==> src/rtl/char_lcd_pkg.sv <==
// Shared definitions for the HD44780-compatible character-LCD controller.
// Holds the command bytes, the DDRAM row base table, the sequencer state enum and
// the transfer-phase enum used by char_lcd_ctrl and char_lcd_xfer.
// Optional feature macro: LCD_4BIT_EN selects the 4-bit bus function-set value.

package char_lcd_pkg;

`ifdef LCD_4BIT_EN
  localparam logic [7:0] FUNC_SET = 8'h28;  // 4-bit bus, 2 lines, 5x8 font
`else
  localparam logic [7:0] FUNC_SET = 8'h38;  // 8-bit bus, 2 lines, 5x8 font
`endif
  localparam logic [7:0] DISP_ON   = 8'h0C;  // display on, cursor off, blink off
  localparam logic [7:0] ENTRY     = 8'h06;  // increment address, no shift
  localparam logic [7:0] CLEAR     = 8'h01;
  localparam logic [7:0] SET_DDRAM = 8'h80;

  // Wake-up nibbles that switch the panel into 4-bit mode.
  localparam logic [3:0] WAKE_NIB  = 4'h3;
  localparam logic [3:0] BUS4_NIB  = 4'h2;

  typedef enum logic [2:0] {
    StPwrWait,
    StWake,
    StInit,
    StSetAddr,
    StWrChar
  } lcd_state_e;

  typedef enum logic [1:0] {
    PhIdle,
    PhSetup,
    PhHigh,
    PhWait
  } xfer_phase_e;

  function automatic logic [7:0] row_base(input logic [1:0] row);
    unique case (row)
      2'd0:    return 8'h00;
      2'd1:    return 8'h40;
      2'd2:    return 8'h14;
      default: return 8'h54;
    endcase
  endfunction

  function automatic logic [7:0] init_cmd(input logic [1:0] step);
    unique case (step)
      2'd0:    return FUNC_SET;
      2'd1:    return DISP_ON;
      2'd2:    return ENTRY;
      default: return CLEAR;
    endcase
  endfunction

endpackage

==> src/rtl/char_lcd_xfer.sv <==
// One-transfer timing engine for the LCD bus. On start it latches rs/data, holds
// them E_SETUP_CYC cycles, raises lcd_e for E_HIGH_CYC cycles, then waits
// CLR_WAIT_CYC (long_wait) or CMD_WAIT_CYC cycles with rs/data still held.
// done pulses in the last wait cycle; a start in that same cycle begins the next
// transfer immediately. rs/data stay on the bus until the next start.
// Ports: clk, reset (async, active-low), start, rs, data[7:0], long_wait in;
//        done, lcd_e, lcd_rs, lcd_db[7:0] out.
// E_SETUP_CYC, E_HIGH_CYC and both waits must be at least 1.

module char_lcd_xfer
  import char_lcd_pkg::*;
#(
  parameter int unsigned E_SETUP_CYC  = 2,
  parameter int unsigned E_HIGH_CYC   = 25,
  parameter int unsigned CMD_WAIT_CYC = 2_500,
  parameter int unsigned CLR_WAIT_CYC = 100_000
) (
  input  logic       clk,
  input  logic       reset,
  input  logic       start,
  input  logic       rs,
  input  logic [7:0] data,
  input  logic       long_wait,
  output logic       done,
  output logic       lcd_e,
  output logic       lcd_rs,
  output logic [7:0] lcd_db
);

  xfer_phase_e phase_q, phase_d;
  logic [31:0] cnt_q, cnt_d;
  logic [31:0] wait_len;
  logic        e_q, e_d;
  logic        rs_q, rs_d;
  logic [7:0]  db_q, db_d;
  logic        long_q, long_d;

  always_ff @(posedge clk or negedge reset) begin
    if (!reset) begin
      phase_q <= PhIdle;
      cnt_q   <= '0;
      e_q     <= 1'b0;
      rs_q    <= 1'b0;
      db_q    <= '0;
      long_q  <= 1'b0;
    end else begin
      phase_q <= phase_d;
      cnt_q   <= cnt_d;
      e_q     <= e_d;
      rs_q    <= rs_d;
      db_q    <= db_d;
      long_q  <= long_d;
    end
  end

  always_comb begin
    phase_d  = phase_q;
    cnt_d    = cnt_q;
    e_d      = e_q;
    rs_d     = rs_q;
    db_d     = db_q;
    long_d   = long_q;
    done     = 1'b0;
    wait_len = long_q ? CLR_WAIT_CYC : CMD_WAIT_CYC;

    unique case (phase_q)
      PhIdle: ;
      PhSetup: begin
        if (cnt_q == E_SETUP_CYC - 1) begin
          phase_d = PhHigh;
          cnt_d   = '0;
          e_d     = 1'b1;
        end else begin
          cnt_d = cnt_q + 32'd1;
        end
      end
      PhHigh: begin
        if (cnt_q == E_HIGH_CYC - 1) begin
          phase_d = PhWait;
          cnt_d   = '0;
          e_d     = 1'b0;
        end else begin
          cnt_d = cnt_q + 32'd1;
        end
      end
      PhWait: begin
        if (cnt_q == wait_len - 1) begin
          done    = 1'b1;
          phase_d = PhIdle;
        end else begin
          cnt_d = cnt_q + 32'd1;
        end
      end
      default: phase_d = PhIdle;
    endcase

    if (start) begin
      phase_d = PhSetup;
      cnt_d   = '0;
      e_d     = 1'b0;
      rs_d    = rs;
      db_d    = data;
      long_d  = long_wait;
    end
  end

  assign lcd_e  = e_q;
  assign lcd_rs = rs_q;
  assign lcd_db = db_q;

endmodule

==> src/rtl/char_lcd_ctrl.sv <==
// HD44780-compatible character-LCD controller. Keeps a ROWS x COLS character
// buffer (reset to spaces, host-writable every cycle), runs the power-on init
// sequence and then refreshes the panel forever: set-address, COLS chars, per row.
// Ports: clk, reset (async, active-low), wr_en, wr_addr (row*COLS+col), wr_data in;
//        init_done, lcd_e, lcd_rs, lcd_rw (always 0), lcd_db[7:0] out.
// Macro LCD_4BIT_EN: 4-bit bus on lcd_db[7:4], bytes sent high nibble first,
// preceded by the 3,3,3,2 wake-up nibbles. Undefined: plain 8-bit bus.

module char_lcd_ctrl
  import char_lcd_pkg::*;
#(
  parameter int unsigned CLK_HZ       = 50_000_000,
  parameter int unsigned ROWS         = 2,
  parameter int unsigned COLS         = 16,
  parameter int unsigned PWR_WAIT_CYC = CLK_HZ / 25,      // 40 ms
  parameter int unsigned E_SETUP_CYC  = 2,
  parameter int unsigned E_HIGH_CYC   = 25,
  parameter int unsigned CMD_WAIT_CYC = CLK_HZ / 20_000,  // 50 us
  parameter int unsigned CLR_WAIT_CYC = CLK_HZ / 500,     // 2 ms
  localparam int unsigned NCHAR = ROWS * COLS,
  localparam int unsigned AW    = (NCHAR > 1) ? $clog2(NCHAR) : 1
) (
  input  logic          clk,
  input  logic          reset,
  input  logic          wr_en,
  input  logic [AW-1:0] wr_addr,
  input  logic [7:0]    wr_data,
  output logic          init_done,
  output logic          lcd_e,
  output logic          lcd_rs,
  output logic          lcd_rw,
  output logic [7:0]    lcd_db
);

  localparam int unsigned RW = (ROWS > 1) ? $clog2(ROWS) : 1;
  localparam int unsigned CW = (COLS > 1) ? $clog2(COLS) : 1;

  lcd_state_e    state_q, state_d;
  logic [31:0]   cnt_q, cnt_d;
  logic [1:0]    step_q, step_d;
  logic [RW-1:0] row_q, row_d;
  logic [CW-1:0] col_q, col_d;
  logic          init_done_q, init_done_d;
  logic [7:0]    buf_q [NCHAR];

  logic          adv;
  logic [7:0]    nxt_byte;
  logic [AW-1:0] rd_idx;
  logic          x_start, x_rs, x_long, x_done;
  logic [7:0]    x_data;

`ifdef LCD_4BIT_EN
  // nib_q: high nibble of cur_q already sent, low nibble pending.
  logic          nib_q, nib_d;
  logic [7:0]    cur_q, cur_d;

  always_ff @(posedge clk or negedge reset) begin
    if (!reset) begin
      nib_q <= 1'b0;
      cur_q <= '0;
    end else begin
      nib_q <= nib_d;
      cur_q <= cur_d;
    end
  end
`endif

  always_ff @(posedge clk or negedge reset) begin
    if (!reset) begin
      state_q     <= StPwrWait;
      cnt_q       <= '0;
      step_q      <= '0;
      row_q       <= '0;
      col_q       <= '0;
      init_done_q <= 1'b0;
    end else begin
      state_q     <= state_d;
      cnt_q       <= cnt_d;
      step_q      <= step_d;
      row_q       <= row_d;
      col_q       <= col_d;
      init_done_q <= init_done_d;
    end
  end

  // Out-of-range addresses are dropped; a same-cycle refresh read sees the old byte.
  always_ff @(posedge clk or negedge reset) begin
    if (!reset) begin
      for (int i = 0; i < NCHAR; i++) buf_q[i] <= 8'h20;
    end else if (wr_en && (32'(wr_addr) < NCHAR)) begin
      buf_q[wr_addr] <= wr_data;
    end
  end

  always_comb begin
    state_d     = state_q;
    cnt_d       = cnt_q;
    step_d      = step_q;
    row_d       = row_q;
    col_d       = col_q;
    init_done_d = init_done_q;
    adv         = 1'b0;
    nxt_byte    = '0;
    rd_idx      = '0;
    x_start     = 1'b0;
    x_rs        = 1'b0;
    x_long      = 1'b0;
    x_data      = '0;
`ifdef LCD_4BIT_EN
    nib_d       = nib_q;
    cur_d       = cur_q;
`endif

    if (state_q == StPwrWait) begin
      if (cnt_q == PWR_WAIT_CYC - 1) adv = 1'b1;
      else                           cnt_d = cnt_q + 32'd1;
    end else if (x_done) begin
`ifdef LCD_4BIT_EN
      if (state_q != StWake && !nib_q) begin
        nib_d   = 1'b1;
        x_start = 1'b1;
        x_rs    = (state_q == StWrChar);
        x_data  = {cur_q[3:0], 4'h0};
        x_long  = (state_q == StInit) && (cur_q == CLEAR);
      end else begin
        adv = 1'b1;
      end
`else
      adv = 1'b1;
`endif
    end

    if (adv) begin
      unique case (state_q)
        StPwrWait: begin
          step_d = '0;
`ifdef LCD_4BIT_EN
          state_d = StWake;
`else
          state_d = StInit;
`endif
        end
        StWake: begin
          if (step_q == 2'd3) begin
            state_d = StInit;
            step_d  = '0;
          end else begin
            step_d = step_q + 2'd1;
          end
        end
        StInit: begin
          if (step_q == 2'd3) begin
            state_d     = StSetAddr;
            row_d       = '0;
            init_done_d = 1'b1;
          end else begin
            step_d = step_q + 2'd1;
          end
        end
        StSetAddr: begin
          state_d = StWrChar;
          col_d   = '0;
        end
        StWrChar: begin
          if (col_q == CW'(COLS - 1)) begin
            col_d   = '0;
            row_d   = (row_q == RW'(ROWS - 1)) ? '0 : row_q + 1'b1;
            state_d = StSetAddr;
          end else begin
            col_d = col_q + 1'b1;
          end
        end
        default: state_d = StPwrWait;
      endcase

      // The byte of the transfer that starts now, taken from the next-state values.
      rd_idx = AW'(32'(row_d) * COLS + 32'(col_d));
      unique case (state_d)
        StWake:    nxt_byte = {(step_d == 2'd3) ? BUS4_NIB : WAKE_NIB, 4'h0};
        StInit:    nxt_byte = init_cmd(step_d);
        StSetAddr: nxt_byte = SET_DDRAM | row_base(2'(row_d));
        StWrChar:  nxt_byte = buf_q[rd_idx];
        default:   nxt_byte = '0;
      endcase

      x_start = 1'b1;
      x_rs    = (state_d == StWrChar);
`ifdef LCD_4BIT_EN
      nib_d  = 1'b0;
      cur_d  = nxt_byte;
      x_data = {nxt_byte[7:4], 4'h0};
      x_long = (state_d == StWake);
`else
      x_data = nxt_byte;
      x_long = (state_d == StInit) && (nxt_byte == CLEAR);
`endif
    end
  end

  char_lcd_xfer #(
    .E_SETUP_CYC (E_SETUP_CYC),
    .E_HIGH_CYC  (E_HIGH_CYC),
    .CMD_WAIT_CYC(CMD_WAIT_CYC),
    .CLR_WAIT_CYC(CLR_WAIT_CYC)
  ) u_xfer (
    .clk      (clk),
    .reset    (reset),
    .start    (x_start),
    .rs       (x_rs),
    .data     (x_data),
    .long_wait(x_long),
    .done     (x_done),
    .lcd_e    (lcd_e),
    .lcd_rs   (lcd_rs),
    .lcd_db   (lcd_db)
  );

  assign init_done = init_done_q;
  assign lcd_rw    = 1'b0;

endmodule
==> config.mk <==
export PLATFORM = sky130hd
export DESIGN_NAME = char_lcd_ctrl
export DESIGN_NICKNAME = d
export VERILOG_FILES = /design/src/rtl/char_lcd_pkg.sv /design/src/rtl/char_lcd_xfer.sv /design/src/rtl/char_lcd_ctrl.sv
export SDC_FILE = /design/constraint.sdc
export NUM_CORES = 1
export LEC_CHECK = 0
export BUFFER_PORTS_ARGS = -buffer_cell sky130_fd_sc_hd__buf_2
export CAP_MARGIN = 10
export CORE_ASPECT_RATIO = 1.25
export CORE_MARGIN = 8
export CORE_UTILIZATION = 40
export CTS_BUF_LIST = sky130_fd_sc_hd__clkbuf_4
export DETAILED_ROUTE_END_ITERATION = 10
export GPL_ROUTABILITY_DRIVEN = 0
export GPL_TIMING_DRIVEN = 0
export HOLD_SLACK_MARGIN = 0.15
export PLACE_DENSITY = 0.57
export SETUP_SLACK_MARGIN = 0.3
export SKIP_CTS_REPAIR_TIMING = 1
export SLEW_MARGIN = 20
export SYNTH_ARGS = -nofsm -noshare
export SYNTH_HDL_FRONTEND = slang
export SYNTH_HIERARCHICAL = 1
export SYNTH_SLANG_ARGS = --single-unit
==> constraint.sdc <==
create_clock -name clk -period 4.1 [get_ports clk]
set_input_delay 0.41 -clock clk [delete_from_list [all_inputs] [get_ports clk]]
set_output_delay 0.41 -clock clk [all_outputs]
set_load 0.005 [all_outputs]
# Word-level counts from Yosys, hierarchy flattened
# Cells that the tools add are included.
# classes
n_addsub	7
order_cmp	3
eq_ne	25
n_mux	52
bitwise	4
n_reduce_logical	11
# ops
op	n
256-bit bitwise mux	1
32-bit 2-to-1 mux	4
32-bit one-hot mux with 3 select lines	1
32-bit by 1-bit adder with 32-bit output (second input constant)	2
8-bit binary-select mux with 5-bit select	1
8-bit demux with 5-bit select	1
8-bit 2-to-1 mux	5
32-bit by 1-bit equality test with 1-bit output (second input constant)	1
32-bit by 21-bit equality test with 1-bit output (second input constant)	1
32-bit equality test	1
32-bit by 5-bit equality test with 1-bit output (second input constant)	1
8-bit one-hot mux with 4 select lines	1
32-bit by 1-bit subtractor with 32-bit output (second input constant)	1
6-bit one-hot mux with 3 select lines	1
17-bit 2-to-1 mux	1
1-bit 2-to-1 mux	16
3-bit one-hot mux with 5 select lines	1
2-bit 2-to-1 mux	7
7-bit one-hot mux with 2 select lines	1
3-bit by 2-bit equality test with 1-bit output (second input constant)	4
6-bit greater-or-equal comparator (second input constant)	2
3-bit 2-to-1 mux	4
5-bit NOT with 6-bit output	2
2-bit one-hot mux with 3 select lines	2
other kinds (25)	40
# word_totals
regBits	344
inputBits	16
output_inout_bits	12
word_cells	146

# Depth between registers and ports, before layout
# logic_depth
word_depth	18
ltp_mapped	16

# Cells and area by module
# Netlist, hierarchy kept.
# modules_own_cells
module	instances	cells_per_inst	area_per_inst_um2	seq_area_each_um2
char_lcd_ctrl	1	1302	14828.0	7522.2
char_lcd_xfer	1	297	2721.4	1126.1

# Worst setup path before layout
# No wires, ideal clock.
# synth_path
path_kind	flip-flop to flip-flop
start	reg u_xfer.cnt_q[24]
end	reg u_xfer.cnt_q[3]
t_arrival_ns	3.384
required_ns	4.034
setup_slack_ns	0.650
stages_incl_launch_ff	12
n_path_buf	1
period_less_slack_ns	3.450
path_cell_list	dfrtp_1 > nor4_1 > nand2_1 > nor2_1 > nor4b_1 > o21ai_2 > inv_1 > clkbuf_1 > inv_1 > a32o_2 > or4_1 > nand2_1
# synth_between
elab_chain_cells	8
# synth_lines
item	line	rtl
from (decl)	char_lcd_xfer.sv:31	logic [31:0] cnt_q, cnt_d;
from (signal assigned)	char_lcd_xfer.sv:48	cnt_q <= cnt_d;
32-bit equality test (*)	char_lcd_xfer.sv:87	if (cnt_q == wait_len - 1) begin
1-bit 2-to-1 mux (*)	char_lcd_xfer.sv:87	
1-bit 2-to-1 mux (*)	char_lcd_xfer.sv:66	unique case (phase_q)
net x_done	char_lcd_ctrl.sv:49	logic x_start, x_rs, x_long, x_done;
1-bit 2-to-1 mux (*)	char_lcd_ctrl.sv:117	end else if (x_done) begin
1-bit 2-to-1 mux (*)	char_lcd_ctrl.sv:114	if (state_q == StPwrWait) begin
net adv	char_lcd_ctrl.sv:46	logic adv;
1-bit 2-to-1 mux (*)	char_lcd_ctrl.sv:133	if (adv) begin
3-bit by 2-bit != test with 1-bit output (no line) or 4-bit nonzero test (tied branches)	--	
2-bit AND reduction (no line)	--	
# Mark *: on every way through the listed nets, which the timed path passes. The rest lies on a longest branch.
# A chain may end at the register's enable or synchronous reset.

# Final worst setup path
# layout_path
start	reg state_q[1]
end	reg u_xfer.db_q[6] (netlist: u_xfer/lcd_db[6])
# layout_between
elab_chain_cells	11
# layout_lines
item	line	rtl
from (decl)	char_lcd_ctrl.sv:38	lcd_state_e state_q, state_d;
from (signal assigned)	char_lcd_ctrl.sv:70	state_q <= StPwrWait;
from (signal assigned)	char_lcd_ctrl.sv:77	state_q <= state_d;
3-bit equality test or 3-bit by 2-bit equality test with 1-bit output (tied branches)	char_lcd_ctrl.sv:134	unique case (state_q)
4-bit one-hot mux with 2 select lines or 1-bit one-hot mux with 2 select lines (tied branches)	char_lcd_ctrl.sv:134	
4-bit 2-to-1 mux or 1-bit 2-to-1 mux (tied branches)	char_lcd_ctrl.sv:133	
5-bit by 4-bit adder with 5-bit output	char_lcd_ctrl.sv:177	rd_idx = AW'(32'(row_d) * COLS + 32'(col_d));
5-bit NOT with 6-bit output (not written as such)	char_lcd_ctrl.sv:182	StWrChar: nxt_byte = buf_q[rd_idx];
8-bit binary-select mux with 5-bit select	char_lcd_ctrl.sv:182	
8-bit 2-to-1 mux (not written as such) (2 in a row)	char_lcd_ctrl.sv:182	
8-bit one-hot mux with 4 select lines	char_lcd_ctrl.sv:178	unique case (state_d)
8-bit 2-to-1 mux	char_lcd_ctrl.sv:133	
8-bit 2-to-1 mux (*)	char_lcd_ctrl.sv:133	
net x_data[6]	char_lcd_ctrl.sv:50	logic [7:0] x_data;
to (signal assigned)	char_lcd_xfer.sv:44	db_q <= '0;
to (signal assigned)	char_lcd_xfer.sv:51	db_q <= db_d;
to (decl)	char_lcd_xfer.sv:35	logic [7:0] db_q, db_d;
# Mark *: on every way through the listed nets, which the timed path passes. The rest lies on a longest branch. The select of a mux whose other input is x is not followed.

==> run_results.csv <==
group,metric,value,unit
logic_synthesis,synthArstFlopShare,1.00,
sta,slew_violations,0,
setup_path,critPathSlowestCell,"a211oi_1",
global_routing,grtUsageTotal,0.224,
clocking,numCtsBuffers,93,
floorplanning,rows,86,
floorplanning,core-area,0.0437,mm^2
status,outcome,"complete, no violations",
placement,placed_area,0.0185,mm^2
global_routing,grt_pass1_vias,14096,
cells_and_area,final_common_cell,"dfrtp_1",
logic_synthesis,yosys_most_used_dff,"dfrtp_1",
floorplanning,fp.dieW,203,um
setup_path,critPathMaxStageDelay,0.44,ns
cells_and_area,multi_input_area,0.00838,mm^2
cells_and_area,fin_util,0.458,
sta,fin_crit,3.75,ns
logic_synthesis,synth_top_cell_area_share,0.445,
routing,viasPerCell,5.87,
logic_synthesis,synth-seq-area-share,0.493,
logic_synthesis,synthTopCellsByArea,"dfrtp_1, mux2_2, dfstp_2, nand2_1, a211oi_1",
sta,setup_viol,0,
clocking,clk_pin_slew_worst_paths,0.06,ns
cells_and_area,final_area,0.0200,mm^2
global_routing,grt_max_degree,97,
sta,whs,0.152,ns
routing,drt_wl_total,57100,um
setup_path,path_max_fanout,10,
cells_and_area,mostFrequentLayoutCells,"dfrtp_1, mux2_2, nand2_1",
logic_synthesis,synth_seq_cells,344,
routing,wl_per_cell,24.0,um
setup_path,required,4.73,ns
clocking,cts_tree,"done",
cells_and_area,fillers,4192,
cells_and_area,syn2layout_area_growth,14.0,%
sta,timing.fmax,0.266,GHz
setup_path,crit_path_start_kind,"flip-flop",
clocking,clockBufferDepth,3,
clocking,root_buffer,"clkbuf_4",
global_routing,grt_antenna_before_repair,2,
sta,min_period_over_period,0.916,
floorplanning,die_h,250,um
cells_and_area,drive_above_1_share,0.332,
flow_run,max_cap_viol_count,0,
power,ir_drop,0.168,mV
cells_and_area,fin_nets,1766,
clocking,cts.sinks,344,
clocking,htreeDepth,3,
floorplanning,dieArea,0.0509,mm^2
setup_path,path_class,"flip-flop to flip-flop",
logic_synthesis,syn_area,0.0175,mm^2
sta,slew_headroom,0.220,
global_routing,grt_remaining_overflow,0,
routing,vias,13966,
routing,drt_pass1_iterations,6,
setup_path,worstPathCellList,"buf_6 -> or3b_1 -> buf_2 -> or3_1 -> buf_6 -> buf_2 -> and3_1 -> a211oi_1 -> a211oi_1 -> a31oi_1 -> o22ai_1 -> o311a_1 -> mux2_2",
power,totalPowerFinal,8.30,mW
routing,ant_nets,0,
floorplanning,ioPinCount,28,
floorplanning,floorplan.initialDensity,0.402,
power,powerDensity,415,mW/mm^2
sta,worst_clock_skew,0.0739,ns
placement,hpwlAfterDp,38700,um
sta,tightest_slew,1.17,ns
logic_synthesis,synth_edf_count,0,
setup_path,cp-end-kind,"flip-flop",
power,power.leakage,8.67,nW
global_routing,grt_pass1_wl,87200,um
clocking,clk_latency,0.82,ns
routing,drt_iter0_drc,1041,
sta,hold_viol_final,0,
min_path,hold_path.class,"input pin to async pin",
logic_synthesis,syn_area_per_cell,11.0,um^2
logic_synthesis,yosysWarnings,6,
cells_and_area,regArea,0.00865,mm^2
logic_synthesis,syn_nets,1631,
placement,io_buffers,22,
sta,rsz0062_at_grt,"true",
logic_synthesis,syn-instance-count,1599,
logic_synthesis,yosysUniqueCellTypes,86,
routing,drc,0,
setup_path,critPathArrivalTime,4.38,ns
logic_synthesis,yosys.area.top_type,"dfrtp_1",
report_power, final:
| group | switching [mW] | total, mW | internal, mW |
|---|---|---|---|
| Clock | 1.47 | 3.15 | 1.68 |
| Combinational | 0.439 | 0.981 | 0.542 |
| Sequential | 0.243 | 4.17 | 3.93 |
| Total | 2.15 | 8.30 | 6.15 |
metrics by stage:
stage | setup slack, ns | TNS [ns] | cells
after floorplan | 0.650 | 0 | 1599
after CTS | -0.390 | -3.37 | 2360
after global routing | 0.272 | 0 | 2377
final | 0.345 | 0 | 2378
after global placement | -4.18 | -1371.55 | 2193
after detailed placement | -0.302 | -1.99 | 2196
cell families (layout without fill, tap and decap cells):
logic type | after synthesis | in the layout | share of synthesized area
AOI/OAI and AO/OA | 280 | 280 | 0.114
xor gates and xnor gates | 32 | 32 | 0.0160
adders and majority gates | 16 | 16 | 0.0114
buffers and inverters | 133 | 337 | 0.0396
DFF | 344 | 344 | 0.493
muxes | 280 | 280 | 0.181
other | 1 | 4 | 0.000214
and+or+nand+nor | 513 | 513 | 0.145
metal layers:
metal  up-vias  share of wire  global-route usage
li1       6192              -                   -
met1      7028           0.41               0.284
met2       576           0.47               0.361
met3       170          0.067              0.0415
met4         0          0.051               0.113
met5         -              0                   0
Yosys cell counts, types with 4 or more instances:
library cell  count
nand2b_1         10
a32oi_1           8
a211oi_1         49
nor3_1           11
nor2_1           69
buf_6            16
clkbuf_1         60
nand4_1          14
mux2i_1          12
nand2_1         215
nor4_2            4
nor3b_1           4
nand3b_1          5
xor2_1            4
mux2_2          265
ha_1             16
dfrtp_1         312
or4_1             4
a21oi_1          21
o21ai_0          32
a31oi_1          27
nor4b_1           5
o31ai_1          21
o41ai_1           6
and3_1           55
xnor2_1          28
nor2b_1           6
inv_1            24
and4_1            7
or3_1             6
buf_2            21
o21ai_1          39
nor4_1           10
buf_4             8
dfstp_2          32
a311oi_1         27
nand3_1          68
state kept, by name (all words and copies together), names as in the netlist:
signal and flops:
buf_q 256, cnt_q 32, col_q 4, init_done 1, row_q 1, state_q 3, step_q 2, u_xfer/cnt_q 32
u_xfer/lcd_db 8, u_xfer/lcd_e 1, u_xfer/lcd_rs 1, u_xfer/long_q 1, u_xfer/phase_q 2
worst paths after layout:
| kind | startpoint | to | slack (ns) | cells past startpoint |
|---|---|---|---|---|
| worst max-delay path | state_q[1] | u_xfer/lcd_db[6] | 0.35 | 13 |
| worst min-delay path | reset | cnt_q[13] | 0.15 | 2 |
| worst max register to register | state_q[1] | u_xfer/lcd_db[6] | 0.35 | 13 |
| worst min register to register | cnt_q[6] | cnt_q[6] | 0.47 | 1 |
| max in group asynchronous | reset | buf_q[45] | 2.55 | 4 |
| min in group clk | wr_addr[1] | buf_q[131] | 0.41 | 4 |
final cells by class:
type                            count  share of cell area
Multi-Input combinational cell   1122               0.419
Antenna cell                        3            0.000375
Buffer                            109              0.0315
Sequential cell                   344               0.432
Timing Repair Buffer               40              0.0169
Clock buffer                      147              0.0551
Tap cell                          572              0.0358
Inverter                           24             0.00450
Clock inverter                     17             0.00513
critical path: cells and delay by family (launching register included):
family | cells | cell delay, ns
compound gates | 5 | 1.23
mux | 1 | 0.27
buf+inv | 4 | 0.78
simple gates | 3 | 0.93
flops | 1 | 0.37
(Power assumes the default switching activity.)
